==> config.mk <==
export PLATFORM = sky130hd
export DESIGN_NAME = control_unit
export DESIGN_NICKNAME = d
export VERILOG_FILES = /design/src/rtl/cu_pkg.sv /design/src/rtl/control_unit.sv
export SDC_FILE = /design/constraint.sdc
export NUM_CORES = 1
export LEC_CHECK = 0
export CAP_MARGIN = 30
export CORE_MARGIN = 3
export CORE_UTILIZATION = 38
export CTS_CLUSTER_SIZE = 8
export DETAILED_ROUTE_END_ITERATION = 12
export PLACE_DENSITY = 0.85
export SYNTH_ARGS = -nofsm -noshare
export SYNTH_HDL_FRONTEND = slang
export SYNTH_SLANG_ARGS = --single-unit
==> constraint.sdc <==
create_clock -name clk -period 5.3 [get_ports clk]
set_input_delay 0.53 -clock clk [delete_from_list [all_inputs] [get_ports clk]]
set_output_delay 0.53 -clock clk [all_outputs]
set_load 0.05 [all_outputs]
==> src/rtl/cu_pkg.sv <==
// Shared encodings for the control unit: state names, opcodes, ALU
// operation codes, strobe bit positions and a small opcode classifier.
package cu_pkg;

  typedef enum logic [3:0] {
    S_RESET,
    S_T0,
    S_T1,
    S_T2,
    S_T3,
    S_T4,
    S_T5,
    S_T6,
    S_T7,
    S_HALT
  } state_t;

  // Instruction families that share the same execute-phase strobe pattern
  typedef enum logic [2:0] {
    CL_NOP,
    CL_LDI,
    CL_LD,
    CL_ST,
    CL_ALU,
    CL_IMM,
    CL_BR,
    CL_HALT
  } class_t;

  localparam logic [4:0] OP_LD   = 5'b00000;
  localparam logic [4:0] OP_LDI  = 5'b00001;
  localparam logic [4:0] OP_ST   = 5'b00010;
  localparam logic [4:0] OP_ADD  = 5'b00011;
  localparam logic [4:0] OP_SUB  = 5'b00100;
  localparam logic [4:0] OP_AND  = 5'b00101;
  localparam logic [4:0] OP_OR   = 5'b00110;
  localparam logic [4:0] OP_ADDI = 5'b01100;
  localparam logic [4:0] OP_ANDI = 5'b01101;
  localparam logic [4:0] OP_ORI  = 5'b01110;
  localparam logic [4:0] OP_BR   = 5'b10010;
  localparam logic [4:0] OP_NOP  = 5'b11010;
  localparam logic [4:0] OP_HALT = 5'b11011;

  localparam logic [3:0] ALU_NONE = 4'd0;
  localparam logic [3:0] ALU_ADD  = 4'd2;
  localparam logic [3:0] ALU_SUB  = 4'd3;
  localparam logic [3:0] ALU_AND  = 4'd4;
  localparam logic [3:0] ALU_OR   = 4'd5;

  localparam int CTL_W         = 28;
  localparam int CTL_PCOUT     = 0;
  localparam int CTL_ZHIGHOUT  = 1;
  localparam int CTL_ZLOWOUT   = 2;
  localparam int CTL_MDROUT    = 3;
  localparam int CTL_HIOUT     = 4;
  localparam int CTL_LOOUT     = 5;
  localparam int CTL_INPORTOUT = 6;
  localparam int CTL_COUT      = 7;
  localparam int CTL_BAOUT     = 8;
  localparam int CTL_ROUT      = 9;
  localparam int CTL_GRA       = 10;
  localparam int CTL_GRB       = 11;
  localparam int CTL_GRC       = 12;
  localparam int CTL_RIN       = 13;
  localparam int CTL_MARIN     = 14;
  localparam int CTL_MDRIN     = 15;
  localparam int CTL_PCIN      = 16;
  localparam int CTL_IRIN      = 17;
  localparam int CTL_YIN       = 18;
  localparam int CTL_ZLOWIN    = 19;
  localparam int CTL_ZHIGHIN   = 20;
  localparam int CTL_HIIN      = 21;
  localparam int CTL_LOIN      = 22;
  localparam int CTL_INCPC     = 23;
  localparam int CTL_READ      = 24;
  localparam int CTL_WRITE     = 25;
  localparam int CTL_CONIN     = 26;
  localparam int CTL_OUTPORTIN = 27;

  // Undefined opcodes fall into the nop family so they simply refetch
  function automatic class_t decodeClass(input logic [4:0] op);
    case (op)
      OP_LDI:                        return CL_LDI;
      OP_LD:                         return CL_LD;
      OP_ST:                         return CL_ST;
      OP_ADD, OP_SUB, OP_AND, OP_OR: return CL_ALU;
      OP_ADDI, OP_ANDI, OP_ORI:      return CL_IMM;
      OP_BR:                         return CL_BR;
      OP_HALT:                       return CL_HALT;
      default:                       return CL_NOP;
    endcase
  endfunction

  // Address arithmetic (loads, stores, branches) always uses ADD
  function automatic logic [3:0] aluCode(input logic [4:0] op);
    case (op)
      OP_LDI, OP_LD, OP_ST, OP_ADD, OP_ADDI, OP_BR: return ALU_ADD;
      OP_SUB:                                       return ALU_SUB;
      OP_AND, OP_ANDI:                              return ALU_AND;
      OP_OR, OP_ORI:                                return ALU_OR;
      default:                                      return ALU_NONE;
    endcase
  endfunction

endpackage

==> src/rtl/control_unit.sv <==
// Hardwired Moore control unit: steps through fetch (T0-T2) and the
// opcode-specific execute states, driving datapath strobes each state.
// State advances on the falling clock edge so strobes are settled by the
// datapath's rising edge.
module control_unit
  import cu_pkg::*;
(
  input  logic             clk,
  input  logic             reset,
  input  logic [31:0]      ir,
  input  logic             con_ff,
  input  logic             stop,
  output logic [CTL_W-1:0] ctl,
  output logic [1:0]       mdr_read,
  output logic [3:0]       control,
  output logic             run
);

  state_t           r_state;
  state_t           w_nextState;
  state_t           w_lastState;
  class_t           w_class;
  logic [3:0]       w_alu;
  logic             w_atEnd;
  logic [26:0]      w_unusedIrBits;
  logic [CTL_W-1:0] w_ctl;
  logic [1:0]       w_mdrRead;
  logic [3:0]       w_control;
  logic             w_run;

  assign w_class        = decodeClass(ir[31:27]);
  assign w_alu          = aluCode(ir[31:27]);
  assign w_unusedIrBits = ir[26:0];
  assign w_atEnd        = (r_state == w_lastState);

  // Final state of the current instruction, where stop is honoured
  always_comb begin
    w_lastState = S_T2;
    case (w_class)
      CL_LDI, CL_ALU, CL_IMM: w_lastState = S_T5;
      CL_LD, CL_ST:           w_lastState = S_T7;
      CL_BR:                  w_lastState = S_T6;
      default:                w_lastState = S_T2;
    endcase
  end

  // State register on the falling edge, reset wins from any state
  always_ff @(negedge clk) begin
    if (reset) r_state <= S_RESET;
    else       r_state <= w_nextState;
  end

  // Sequencing: fetch, execute until the family's last state, then refetch or halt
  always_comb begin
    w_nextState = r_state;
    case (r_state)
      S_RESET: w_nextState = S_T0;
      S_HALT:  w_nextState = S_HALT;
      default: begin
        if (r_state == S_T2 && w_class == CL_HALT) begin
          w_nextState = S_HALT;
        end else if (w_atEnd) begin
          w_nextState = stop ? S_HALT : S_T0;
        end else begin
          case (r_state)
            S_T0:    w_nextState = S_T1;
            S_T1:    w_nextState = S_T2;
            S_T2:    w_nextState = S_T3;
            S_T3:    w_nextState = S_T4;
            S_T4:    w_nextState = S_T5;
            S_T5:    w_nextState = S_T6;
            S_T6:    w_nextState = S_T7;
            default: w_nextState = S_T0;
          endcase
        end
      end
    endcase
  end

  // Strobe decoder from state and instruction family; con_ff only gates branch PCin
  always_comb begin
    w_ctl     = '0;
    w_mdrRead = 2'b00;
    w_control = ALU_NONE;
    w_run     = 1'b1;
    case (r_state)
      S_T0: begin
        w_ctl[CTL_PCOUT]  = 1'b1;
        w_ctl[CTL_MARIN]  = 1'b1;
        w_ctl[CTL_INCPC]  = 1'b1;
        w_ctl[CTL_ZLOWIN] = 1'b1;
      end
      S_T1: begin
        w_ctl[CTL_ZLOWOUT] = 1'b1;
        w_ctl[CTL_PCIN]    = 1'b1;
        w_ctl[CTL_READ]    = 1'b1;
        w_ctl[CTL_MDRIN]   = 1'b1;
        w_mdrRead          = 2'b01;
      end
      S_T2: begin
        w_ctl[CTL_MDROUT] = 1'b1;
        w_ctl[CTL_IRIN]   = 1'b1;
      end
      S_T3: begin
        case (w_class)
          CL_LDI, CL_LD, CL_ST: begin
            w_ctl[CTL_GRB]   = 1'b1;
            w_ctl[CTL_BAOUT] = 1'b1;
            w_ctl[CTL_YIN]   = 1'b1;
          end
          CL_ALU, CL_IMM: begin
            w_ctl[CTL_GRB]  = 1'b1;
            w_ctl[CTL_ROUT] = 1'b1;
            w_ctl[CTL_YIN]  = 1'b1;
          end
          CL_BR: begin
            w_ctl[CTL_GRA]   = 1'b1;
            w_ctl[CTL_ROUT]  = 1'b1;
            w_ctl[CTL_CONIN] = 1'b1;
          end
          default: ;
        endcase
      end
      S_T4: begin
        case (w_class)
          CL_LDI, CL_LD, CL_ST, CL_IMM: begin
            w_ctl[CTL_COUT]   = 1'b1;
            w_ctl[CTL_ZLOWIN] = 1'b1;
            w_control         = w_alu;
          end
          CL_ALU: begin
            w_ctl[CTL_GRC]    = 1'b1;
            w_ctl[CTL_ROUT]   = 1'b1;
            w_ctl[CTL_ZLOWIN] = 1'b1;
            w_control         = w_alu;
          end
          CL_BR: begin
            w_ctl[CTL_PCOUT] = 1'b1;
            w_ctl[CTL_YIN]   = 1'b1;
          end
          default: ;
        endcase
      end
      S_T5: begin
        case (w_class)
          CL_LDI, CL_ALU, CL_IMM: begin
            w_ctl[CTL_ZLOWOUT] = 1'b1;
            w_ctl[CTL_GRA]     = 1'b1;
            w_ctl[CTL_RIN]     = 1'b1;
          end
          CL_LD, CL_ST: begin
            w_ctl[CTL_ZLOWOUT] = 1'b1;
            w_ctl[CTL_MARIN]   = 1'b1;
          end
          CL_BR: begin
            w_ctl[CTL_COUT]   = 1'b1;
            w_ctl[CTL_ZLOWIN] = 1'b1;
            w_control         = ALU_ADD;
          end
          default: ;
        endcase
      end
      S_T6: begin
        case (w_class)
          CL_LD: begin
            w_ctl[CTL_READ]  = 1'b1;
            w_ctl[CTL_MDRIN] = 1'b1;
            w_mdrRead        = 2'b01;
          end
          CL_ST: begin
            w_ctl[CTL_GRA]   = 1'b1;
            w_ctl[CTL_ROUT]  = 1'b1;
            w_ctl[CTL_MDRIN] = 1'b1;
          end
          CL_BR: begin
            w_ctl[CTL_ZLOWOUT] = 1'b1;
            w_ctl[CTL_PCIN]    = con_ff;
          end
          default: ;
        endcase
      end
      S_T7: begin
        case (w_class)
          CL_LD: begin
            w_ctl[CTL_MDROUT] = 1'b1;
            w_ctl[CTL_GRA]    = 1'b1;
            w_ctl[CTL_RIN]    = 1'b1;
          end
          CL_ST: begin
            w_ctl[CTL_WRITE] = 1'b1;
          end
          default: ;
        endcase
      end
      default: begin
        w_run = 1'b0;
      end
    endcase
  end

  assign ctl      = w_ctl;
  assign mdr_read = w_mdrRead;
  assign control  = w_control;
  assign run      = w_run;

endmodule

==> results.md <==
- # rows: 18
- Clk pin slew, worst setup/hold paths: roughly 40 ps
- Synth warn: 0
- Non-filler cells, final: about 240
- Layout cells sized above 1: 0.415
- Antenna viol nets, final: 0
- Max_cap viols: 0
- Setup TNS: 0 ps
- CP startpoint kind: input pin
- Hold Buf Count CTS: 0
- Largest register FFs: 4
- Clock latency on the worst-skew pair: 310 ps
- Peak supply drop: 0.249 mV
- Grt ovf: 0
- Initial antenna violation count: 0
- # H-tree levels: 1
- Clock Path Buffers: 2
- Worst setup EP type: flop
- Clk root buf: clkbuf_4
- Ports: slightly above 70
- DRT iter0 DRCs: between 70 and 80
- Via Count: 1415
- IO Port Bufs: 33
- ANT cells: 0
- Synth area leader: buf_4
- CP cell instances: clkdlybuf4s50_1 -> buf_4 -> and4bb_1 -> nor4_1 -> nand3b_1 -> buf_4 -> and3_1 -> nand3_1 -> a31oi_1
- Layout area overhead: 81.7%
- Cell count after synthesis: around 150
- Number of distinct library cells after synthesis: 51
- Crit-path max cell delay: between 500 and 600 ps
- Number of enable flip-flop cells after synthesis: 0
- Top flop regs: r_state (4)
- Slowest stage cell, crit path: clkdlybuf4s50_1
- Seq. cell area: roughly 88 µm²
- GRT Total Usage: 0.218
- Register bit total from synthesis: 4
- Multi-input gate area: 876 µm²
- Total power: around 300 µW
- Fillers: approximately 160
- Pleak: roughly 0.00082 µW
- Most used cell, CP: buf_4
- Slew @ Worst Pin: 509 ps
- Clock Sink Count: 4
- Vias in the first global route: between 1000 and 1500
- Die H: around 58 µm
- Yosys top cell area share: 0.0818
- Core area: between 2000 and 2500 µm²
- # setup viols final: 0
- DP Area: about 1700 µm²
- Pwr dens: ~160 nW/µm²
- Crit-path max FO: 6
- Slew Limit Fails: 0
- Worst Skew: between 10 and 15 ps
- Req. time, crit path: 2860 ps
- Die width: 57.5 µm
- Largest net degree at the start of global routing: 18
- Seq/Total Area, Yosys: 0.0793
- RSZ-0062 raised after global routing: no
- Die area: 3310 µm²
- Main synth FF type: dfxtp_1
- GPL Wtd Cong: 0.954
- Status: completed
- First-pass DRT Iterations: 4
- Nets: 254
- Largest Register: r_state
- Hold Violations, Final: 0
- Synthesized area: 1010 µm²
- HPWL after DPL: between 2000 and 3000 µm
- Async S/R FF share, synth: 0
- DP Cell Count: about 240
- CTS Buf Count: 3
- Worst rel slew slack: 0.657
- CP arrival: approximately 2700 ps
- CTS tree: done
- Routed wire length per instance: between 15 and 20 µm
- Starting density of the core: 0.404
- Top post-synthesis cells by area: buf_4 (8.2%), dfxtp_1 (7.9%), a21oi_1 (5.9%), nor2_1 (5.6%), ha_1 (5.0%)
- Kind of critical path: in2reg
- DRC viols: 0
- Routed Wire Length: about 3700 µm
- Routed vias/inst: 5.85
- Synthesized area per cell: a little under 7 µm²
- Global-route wire length before repair: about 5900 µm
- Hold Path Class: reg2reg
- Post-Layout Inst Area: about 1800 µm²
## worst max-delay path, delay by kind of cell
family          cells  cell delay [ps]
buf+inv             3              870
compound gates      1              140
simple gates        5             1190
## layer usage
metal / vias to the layer above / wire length, µm / track usage
met2: 73 / 1980 / 0.405
met5: - / 0 / 0
met1: 672 / 1350 / 0.226
met4: 0 / 104 / 0.103
met3: 12 / 242 / 0.0520
li1: 658 / - / -
## where the power goes
part           internal [µW]  total [µW]  switching, µW
Clock                   29.8        53.5           23.7
Combinational           81.3         198            117
Sequential              33.0        41.9           8.91
Total                    144         294            149
## synthesized netlist by cell type (all sizes together), types with 4 or more instances
cell type,number
nor2,15
buf,14
a21oi,12
nand2,10
inv,9
nand2b,7
nand3,7
clkbuf,6
nor3,5
o21ai,5
dfxtp,4
ha,4
nand4,4
nor4,4
or3,4
## cell families after synthesis
| family | synth area share |
|---|---|
| AND/OR/NAND/NOR | 0.395 |
| AO/OA/AOI/OAI | 0.274 |
| buffers and inverters | 0.157 |
| adder cells (fa/ha/maj) | 0.0496 |
| flip-flops | 0.0793 |
| multiplexers | 0.0322 |
| other | 0.00371 |
| XOR/XNOR | 0.00868 |
## path summary, 6_finish.rpt
check        slack (ps)  cells after the start       start          to
min reg2reg         570                      1  r_state[3]  r_state[2]
max reg2reg        3590                      6  r_state[2]  r_state[3]
min                 570                      1  r_state[3]  r_state[2]
max                 130                      9      ir[31]  r_state[3]
## cell usage in the layout (no fill, tap or decap), types with 3 or more instances in the layout
| master | n |
|---|---|
| o21ai_0 | 3 |
| buf_4 | 44 |
| nand2b_1 | 6 |
| nand3_1 | 7 |
| dfxtp_2 | 3 |
| inv_1 | 12 |
| or3_1 | 4 |
| a21oi_1 | 10 |
| conb_1 | 10 |
| clkdlybuf4s50_1 | 7 |
| buf_12 | 17 |
| nor3_1 | 4 |
| clkbuf_4 | 3 |
| nand2_1 | 10 |
| nor2_1 | 15 |
| nand4_1 | 4 |
## metrics by stage
stage	hold slack, ps	util	setup WS [ps]
after floorplan	695	-	-137
after global placement	684	0.694	-279
after detailed placement	696	0.694	-366
after CTS	692	0.719	0.339
after global routing	587	0.734	48.6
final	566	0.734	128
## repair_timing
item	in CTS	in global routing
cloned	0	0
pin swaps	1	2
endpoints found under the hold margin	0	0
setup buffers	1	0
endpoints found under the setup margin	6	8
resized for setup	4	11
## cell type report
type | count | share of cell area
Sequential cell | 4 | 0.0477
Timing Repair Buffer | 70 | 0.417
Clock inverter | 4 | 0.00819
Inverter | 8 | 0.0164
Tap cell | 30 | 0.0205
Multi-Input combinational cell | 123 | 0.477
Clock buffer | 3 | 0.0123
No activity file was read; power rests on OpenSTA's default activity.
